### config.mk
export PLATFORM = sky130hd
export DESIGN_NAME = l2_fifo_arb
export DESIGN_NICKNAME = d
export VERILOG_FILES = /design/src/rtl/l2_fifo_arb.sv
export SDC_FILE = /design/constraint.sdc
export NUM_CORES = 1
export LEC_CHECK = 0
export CAP_MARGIN = 30
export CORE_AREA = 8 8 101 103
export DETAILED_ROUTE_END_ITERATION = 12
export DIE_AREA = 0 0 109 111
export MAX_ROUTING_LAYER = met4
export PLACE_DENSITY = 0.74
export SYNTH_ARGS = -nofsm -noshare
export SYNTH_HDL_FRONTEND = slang
export SYNTH_SLANG_ARGS = --single-unit
### constraint.sdc
create_clock -name clk -period 1.7 [get_ports clk]
set_clock_uncertainty 0.1 [all_clocks]
set_input_delay 0.17 -clock clk [delete_from_list [all_inputs] [get_ports clk]]
set_output_delay 0.17 -clock clk [all_outputs]
set_load 0.02 [all_outputs]
### src/rtl/l2_fifo_arb.sv
`default_nettype none
// ============================================================================
// Module   : l2_fifo_arb
// Purpose  : Round-robin write arbiter, valid/ready read drain and clear
//            sequencer for the 32x32 L2 FIFO.
// Revision : 1.0 - initial release
// ============================================================================
module l2_fifo_arb #(
   parameter int DW = 32,
   parameter int CW = 16
) (
   input  logic          clk,
   input  logic          rst_n,
   input  logic          sw_clr,
   input  logic          req0_valid,
   input  logic [DW-1:0] req0_data,
   output logic          req0_ready,
   input  logic          req1_valid,
   input  logic [DW-1:0] req1_data,
   output logic          req1_ready,
   output logic          fifo_wr,
   output logic [DW-1:0] fifo_din,
   input  logic          fifo_full,
   output logic          fifo_rd,
   input  logic          fifo_empty,
   input  logic [DW-1:0] fifo_dout,
   output logic          fifo_clr,
   output logic          m_valid,
   output logic [DW-1:0] m_data,
   input  logic          m_ready,
   output logic [CW-1:0] wr_cnt0,
   output logic [CW-1:0] wr_cnt1
);

   localparam logic [CW-1:0] c_cnt_one = {{(CW-1){1'b0}}, 1'b1};

   typedef enum logic [0:0] {
      ST_EMPTY = 1'b0,
      ST_VALID = 1'b1
   } rd_state_t;

   rd_state_t     r_state;
   logic          r_m_valid;
   logic          r_clr_q;
   logic          r_last;
   logic [CW-1:0] r_cnt0;
   logic [CW-1:0] r_cnt1;

   logic          w_blk;
   logic          w_grant;
   logic          w_wr_ok;

   // Strobes are held off both on the request cycle and the clear cycle.
   assign w_blk = sw_clr | r_clr_q;

   always_comb begin
      w_grant = ~r_last;
      if (req0_valid & ~req1_valid) begin
         w_grant = 1'b0;
      end else if (req1_valid & ~req0_valid) begin
         w_grant = 1'b1;
      end
   end

   assign w_wr_ok    = ~fifo_full & ~w_blk;
   assign fifo_wr    = (req0_valid | req1_valid) & w_wr_ok;
   assign req0_ready = ~w_grant & w_wr_ok;
   assign req1_ready = w_grant & w_wr_ok;
   assign fifo_din   = w_grant ? req1_data : req0_data;

   assign fifo_rd  = ~fifo_empty & ~w_blk & ((r_state == ST_EMPTY) | m_ready);
   assign fifo_clr = r_clr_q;
   assign m_valid  = r_m_valid;
   assign m_data   = fifo_dout;
   assign wr_cnt0  = r_cnt0;
   assign wr_cnt1  = r_cnt1;

   always_ff @(posedge clk or negedge rst_n) begin
      if (!rst_n) begin
         r_clr_q <= 1'b0;
      end else begin
         r_clr_q <= sw_clr;
      end
   end

   always_ff @(posedge clk or negedge rst_n) begin
      if (!rst_n) begin
         r_last <= 1'b1;
         r_cnt0 <= '0;
         r_cnt1 <= '0;
      end else if (r_clr_q) begin
         r_last <= 1'b1;
         r_cnt0 <= '0;
         r_cnt1 <= '0;
      end else if (fifo_wr) begin
         r_last <= w_grant;
         if (w_grant) begin
            r_cnt1 <= r_cnt1 + c_cnt_one;
         end else begin
            r_cnt0 <= r_cnt0 + c_cnt_one;
         end
      end
   end

   // m_data is the FIFO's registered output, so the state only tracks
   // whether that register currently holds an unconsumed word.
   always_ff @(posedge clk or negedge rst_n) begin
      if (!rst_n) begin
         r_state   <= ST_EMPTY;
         r_m_valid <= 1'b0;
      end else if (r_clr_q) begin
         r_state   <= ST_EMPTY;
         r_m_valid <= 1'b0;
      end else begin
         case (r_state)
            ST_EMPTY: begin
               if (fifo_rd) begin
                  r_state   <= ST_VALID;
                  r_m_valid <= 1'b1;
               end
            end
            ST_VALID: begin
               if (m_ready & ~fifo_rd) begin
                  r_state   <= ST_EMPTY;
                  r_m_valid <= 1'b0;
               end
            end
            default: begin
               r_state   <= ST_EMPTY;
               r_m_valid <= 1'b0;
            end
         endcase
      end
   end

endmodule
`default_nettype wire

### After elaboration in Yosys (flattened, before gate mapping)

Cells that the tools add are included.

| operators by class | value |
|---|---|
| add/subtract/negate cells | 2 |
| equal/unequal tests | 3 |
| mux-type cells | 19 |
| bitwise gates (word level) | 21 |
| reduce and logical (&&, ||, !) cells | 5 |

Operators by type and width:

| kind | count |
|---|---|
| $mux W16 | 6 |
| $add A16 B1 Y16 const B | 2 |
| $mux W32 | 1 |
| $mux W1 | 10 |
| $and A1 B1 Y1 | 9 |
| $not A1 Y1 | 9 |
| $reduce_and A2 Y1 | 3 |
| $pmux W1 S2 | 2 |
| $reduce_bool A2 Y1 | 2 |
| $ne A3 B1 Y1 const B | 1 |
| $ne A3 B3 Y1 const B | 1 |
| $or A1 B1 Y1 | 3 |
| $ne A2 B2 Y1 const B | 1 |

| storage, ports and cells | value |
|---|---|
| register bits after elaboration | 36 |
| word-level logic and storage cells | 56 |

### Logic depth before layout (Yosys ltp)

| logic depth | value |
|---|---|
| word-level depth | 9 |
| gate-level depth with buffers | 5 |

### Worst setup path after synthesis

No wires, ideal clock.

| path | value |
|---|---|
| path type | register -> output |
| from | register r_last |
| to | output fifo_din[10] |
| arrival | 1.619 ns |
| required time | 1.430 ns |
| path slack | -0.189 ns |
| stages on the path, launching flop included | 5 |
| path buffers | 1 |
| cell sequence | dfstp_2 a21boi_4 nor2_1 buf_2 mux2_2 |

| on the way | value |
|---|---|
| word-level cells in the longest chain between the ends | 4 |

Ends and longest elaborated chain:

| element | line | text |
|---|---|---|
| from (decl) | 45 | `logic r_last;` |
| from (signal assigned) | 96 | `r_last <= w_grant;` |
| $not A1 Y1 | 57 | `w_grant = ~r_last;` |
| $mux W1 | 60 | `end else if (req1_valid & ~req0_valid) begin` |
| $mux W1 | 58 | `if (req0_valid & ~req1_valid) begin` |
| $mux W32 | 69 | `assign fifo_din = w_grant ? req1_data : req0_data;` |
| to (decl) | 22 | `output logic [DW-1:0] fifo_din,` |

No other way between the ends.

### Worst setup path in the final report

| path | value |
|---|---|
| from | register r_last |
| to | output fifo_din[26] |

The elaborated chain is that of the path after synthesis.

==> results <==
## sequential cells by signal, indices dropped and copies added (netlist names)
signal    flops
wr_cnt1      16
fifo_clr      1
wr_cnt0      16
m_valid       1
r_state       1
r_last        1
## layout by cell type, fill, tap and decap left out, drive strengths merged, types with 10 or more instances in the layout
cell and n:
dfrtp 35, a21oi 18, buf 106, nand4 13, nand3 11, nand2 11, xor2 10, mux2 32
nor2 18, clkdlybuf4s50 99
## power groups by stage
stage | registers, mW | logic, mW | clock network [mW]
CTS | 0.871 | 0.647 | 0.763
finish | 0.872 | 0.825 | 0.745
detailed placement | 0.888 | 0.694 | 0
floorplan | 0.897 | 0.377 | 0
global route | 0.872 | 0.874 | 0.789
global placement | 0.888 | 0.689 | 0
## layout make-up
| class | instances | area, sq um |
|---|---|---|
| fill | 740 | 3840 |
| timing repair buffer | 213 | 2040 |
| multi-input combinational | 183 | 1500 |
| sequential | 36 | 916 |
| tap | 108 | 135 |
| clock buffer | 6 | 72.6 |
| clock inverter | 2 | 35.0 |
| inverter | 3 | 11.3 |
## through the flow
| stage | cells | worst slack [ns] |
|---|---|---|
| after global placement | 513 | -0.658 |
| after detailed placement | 513 | -0.688 |
| after floorplan | 264 | -0.0265 |
| after global routing | 551 | -0.501 |
| final | 551 | -0.437 |
| after CTS | 532 | -0.506 |
## per-layer routing
| metal | share of wire [%] | GRT usage, % | vias to the layer above |
|---|---|---|---|
| met1 | 36 | 15.3 | 1302 |
| li1 | - | - | 1277 |
| met5 | 0 | - | - |
| met2 | 54 | 27.5 | 117 |
| met4 | 2.2 | 5.30 | 0 |
| met3 | 8.3 | 3.95 | 19 |
## what timing repair did
item | CTS | global route
buffers inserted | 11 | 18
endpoints found under the setup margin | 52 | 60
gates resized for setup | 165 | 96
pin swaps | 15 | 7
cloned | 0 | 2
## worst max path at each step
stage	slack, ns	to	depth (start not counted)	start
6_report	-0.44	fifo_din[26]	6	r_last
4_1_cts	-0.51	fifo_din[28]	5	r_last
5_1_grt	-0.50	fifo_din[26]	6	r_last
3_3_place_gp	-0.66	fifo_din[29]	6	req0_valid
3_5_place_dp	-0.69	fifo_din[28]	6	req0_valid
2_1_floorplan	-0.03	wr_cnt0[12]	5	fifo_clr
## cell families (layout without fill, tap and decap cells)
family | after synthesis | in the layout | synth area share, %
AO/OA/AOI/OAI | 39 | 39 | 9.62
AND/OR/NAND/NOR | 96 | 96 | 21.6
flip-flops | 36 | 36 | 36.3
multiplexers | 35 | 35 | 15.7
adder cells (fa/ha/maj) | 2 | 2 | 1.01
buffers and inverters | 45 | 224 | 11.9
XOR/XNOR | 11 | 11 | 3.88
==> flow_metrics.tcl <==
set metrics [dict create \
    status "finished, violations left" \
    violations "negative setup slack" \
    worstPathMaxFanout 15 \
    grt.overflow.total 0 \
    r2r_start "r_last" \
    cp_top_family "flip-flops" \
    start_kind "flop" \
    setup_slack_ns -0.437 \
    syn_inst 264 \
    rsz0062_at_grt "yes" \
    p_per_area_mw_per_mm2 519 \
    wire_per_inst_um 18.0 \
    ys_warn_count 0 \
    crit_chain "a21boi_4, nor2_4, buf_12, buf_4, mux2_2, buf_2" \
    dr_total_vias 2715 \
    fmax_mhz 468 \
    port_buffers 141 \
    cts_root_buffer "clkbuf_8" \
    finish.utilization_pct 55.0 \
    finalCritPeriodShare_pct 126 \
    synth.avg_cell_area_sq_um 9.41 \
    ys_ff_latch 36 \
    worstMarginPinSlew_ns 0.417 \
    p_sw_share_pct 26.6 \
    fin_setup_tns_ns -15.63 \
    synth.top_cell.area_share_pct 35.2 \
    fp.dieH_um 111 \
    pwr-share-seq_pct 35.7 \
    worstRegToRegCells 7 \
    worstReg2RegEnd "wr_cnt0[14]" \
    design_area_sq_mm 0.00471 \
    power_frac_comb_pct 33.8 \
    finalPower_mw 2.44 \
    synth_top_area_cell "dfrtp_1" \
    synthToLayoutAreaGrowth_pct 89.4 \
    clock_latency_ns 0.29 \
    via_per_inst 4.93 \
    start_util_pct 29.1 \
    dpl.hpwl_um 7510 \
    core_sq_mm 0.00855 \
    finalSetupViolations 52 \
    grt_pass1_wl_um 14500 \
    synthArstFlopShare_pct 100 \
    rows 34 \
    min_path_cells 1 \
    hold_viol 0 \
    worst-path-buf-inv 3 \
    crit_type "reg2out" \
    synth_cell_type_count 34 \
    min_to "fifo_clr" \
    layout_min_cycle_time_ns 2.14 \
    synthesis.area_sq_mm 0.00248 \
    cp_slowest_stage_delay_ns 0.57 \
    grt_pass1_vias 2825 \
    cts_tree "done" \
    maxSlewViolCount 0 \
    clockBufferDepth 2 \
    die-area_sq_mm 0.0121 \
    synth_edf_count 0 \
    gp_congestion 0.825 \
    critical_path_required_ns 1.43 \
    clk_pin_slew_ns 0.07 \
    postRouteAntennaNets 0 \
    grt_max_degree 37 \
    drcViolationCount 0 \
    cp_slowest_cell "dfstp_2" \
    ir_drop_uv 389 \
    p_clk_share_pct 30.5 \
    yosysMostFrequentCell "dfrtp_1" \
    drive_gt1_share_pct 42.2 \
    fp.dieW_um 109 \
    boundaryPins 206 \
    synth_fp_nets 370 \
    ys.flop_type "dfrtp_1" \
    cp-end-kind "output port" \
    holdCritStartpoint "sw_clr" \
    drv_cap 0 \
    hold_path_class "in2reg" \
    first_pass_iters 4 \
    arrival_ns 1.87 \
    power_switching_uw 649 \
    max_slew_margin_pct 72.1 \
    synthTopCellsByCount "dfrtp_1 (35), buf_4 (32), mux2_2 (32)" \
    yosysSeqAreaShare_pct 36.3 \
    hold_buffers 0 \
    clock_sinks 36 \
    fin_hold_ws_ns 0.0243 \
    grtUsageTotal_pct 15.3 \
    cts_buffers 5 \
    ff2ff_setup_slack_ns -0.33 \
    p_leak_nw 2.12 \
    synth_area_leaders "dfrtp_1 (35%), mux2_2 (15%), buf_4 (9.7%), a21oi_1 (3.6%), xor2_1 (3.5%)" \
    drt_first_iter_violations 82 \
    antenna_found_initial 0 \
    wirelength_um 9940 \
    placed_cell_area_sq_mm 0.00412 \
    cts-htree-levels 2 \
    diodes 0 \
    intPower_mw 1.79 \
    nets 548 \
]
Power figures use the tool's default switching activity.
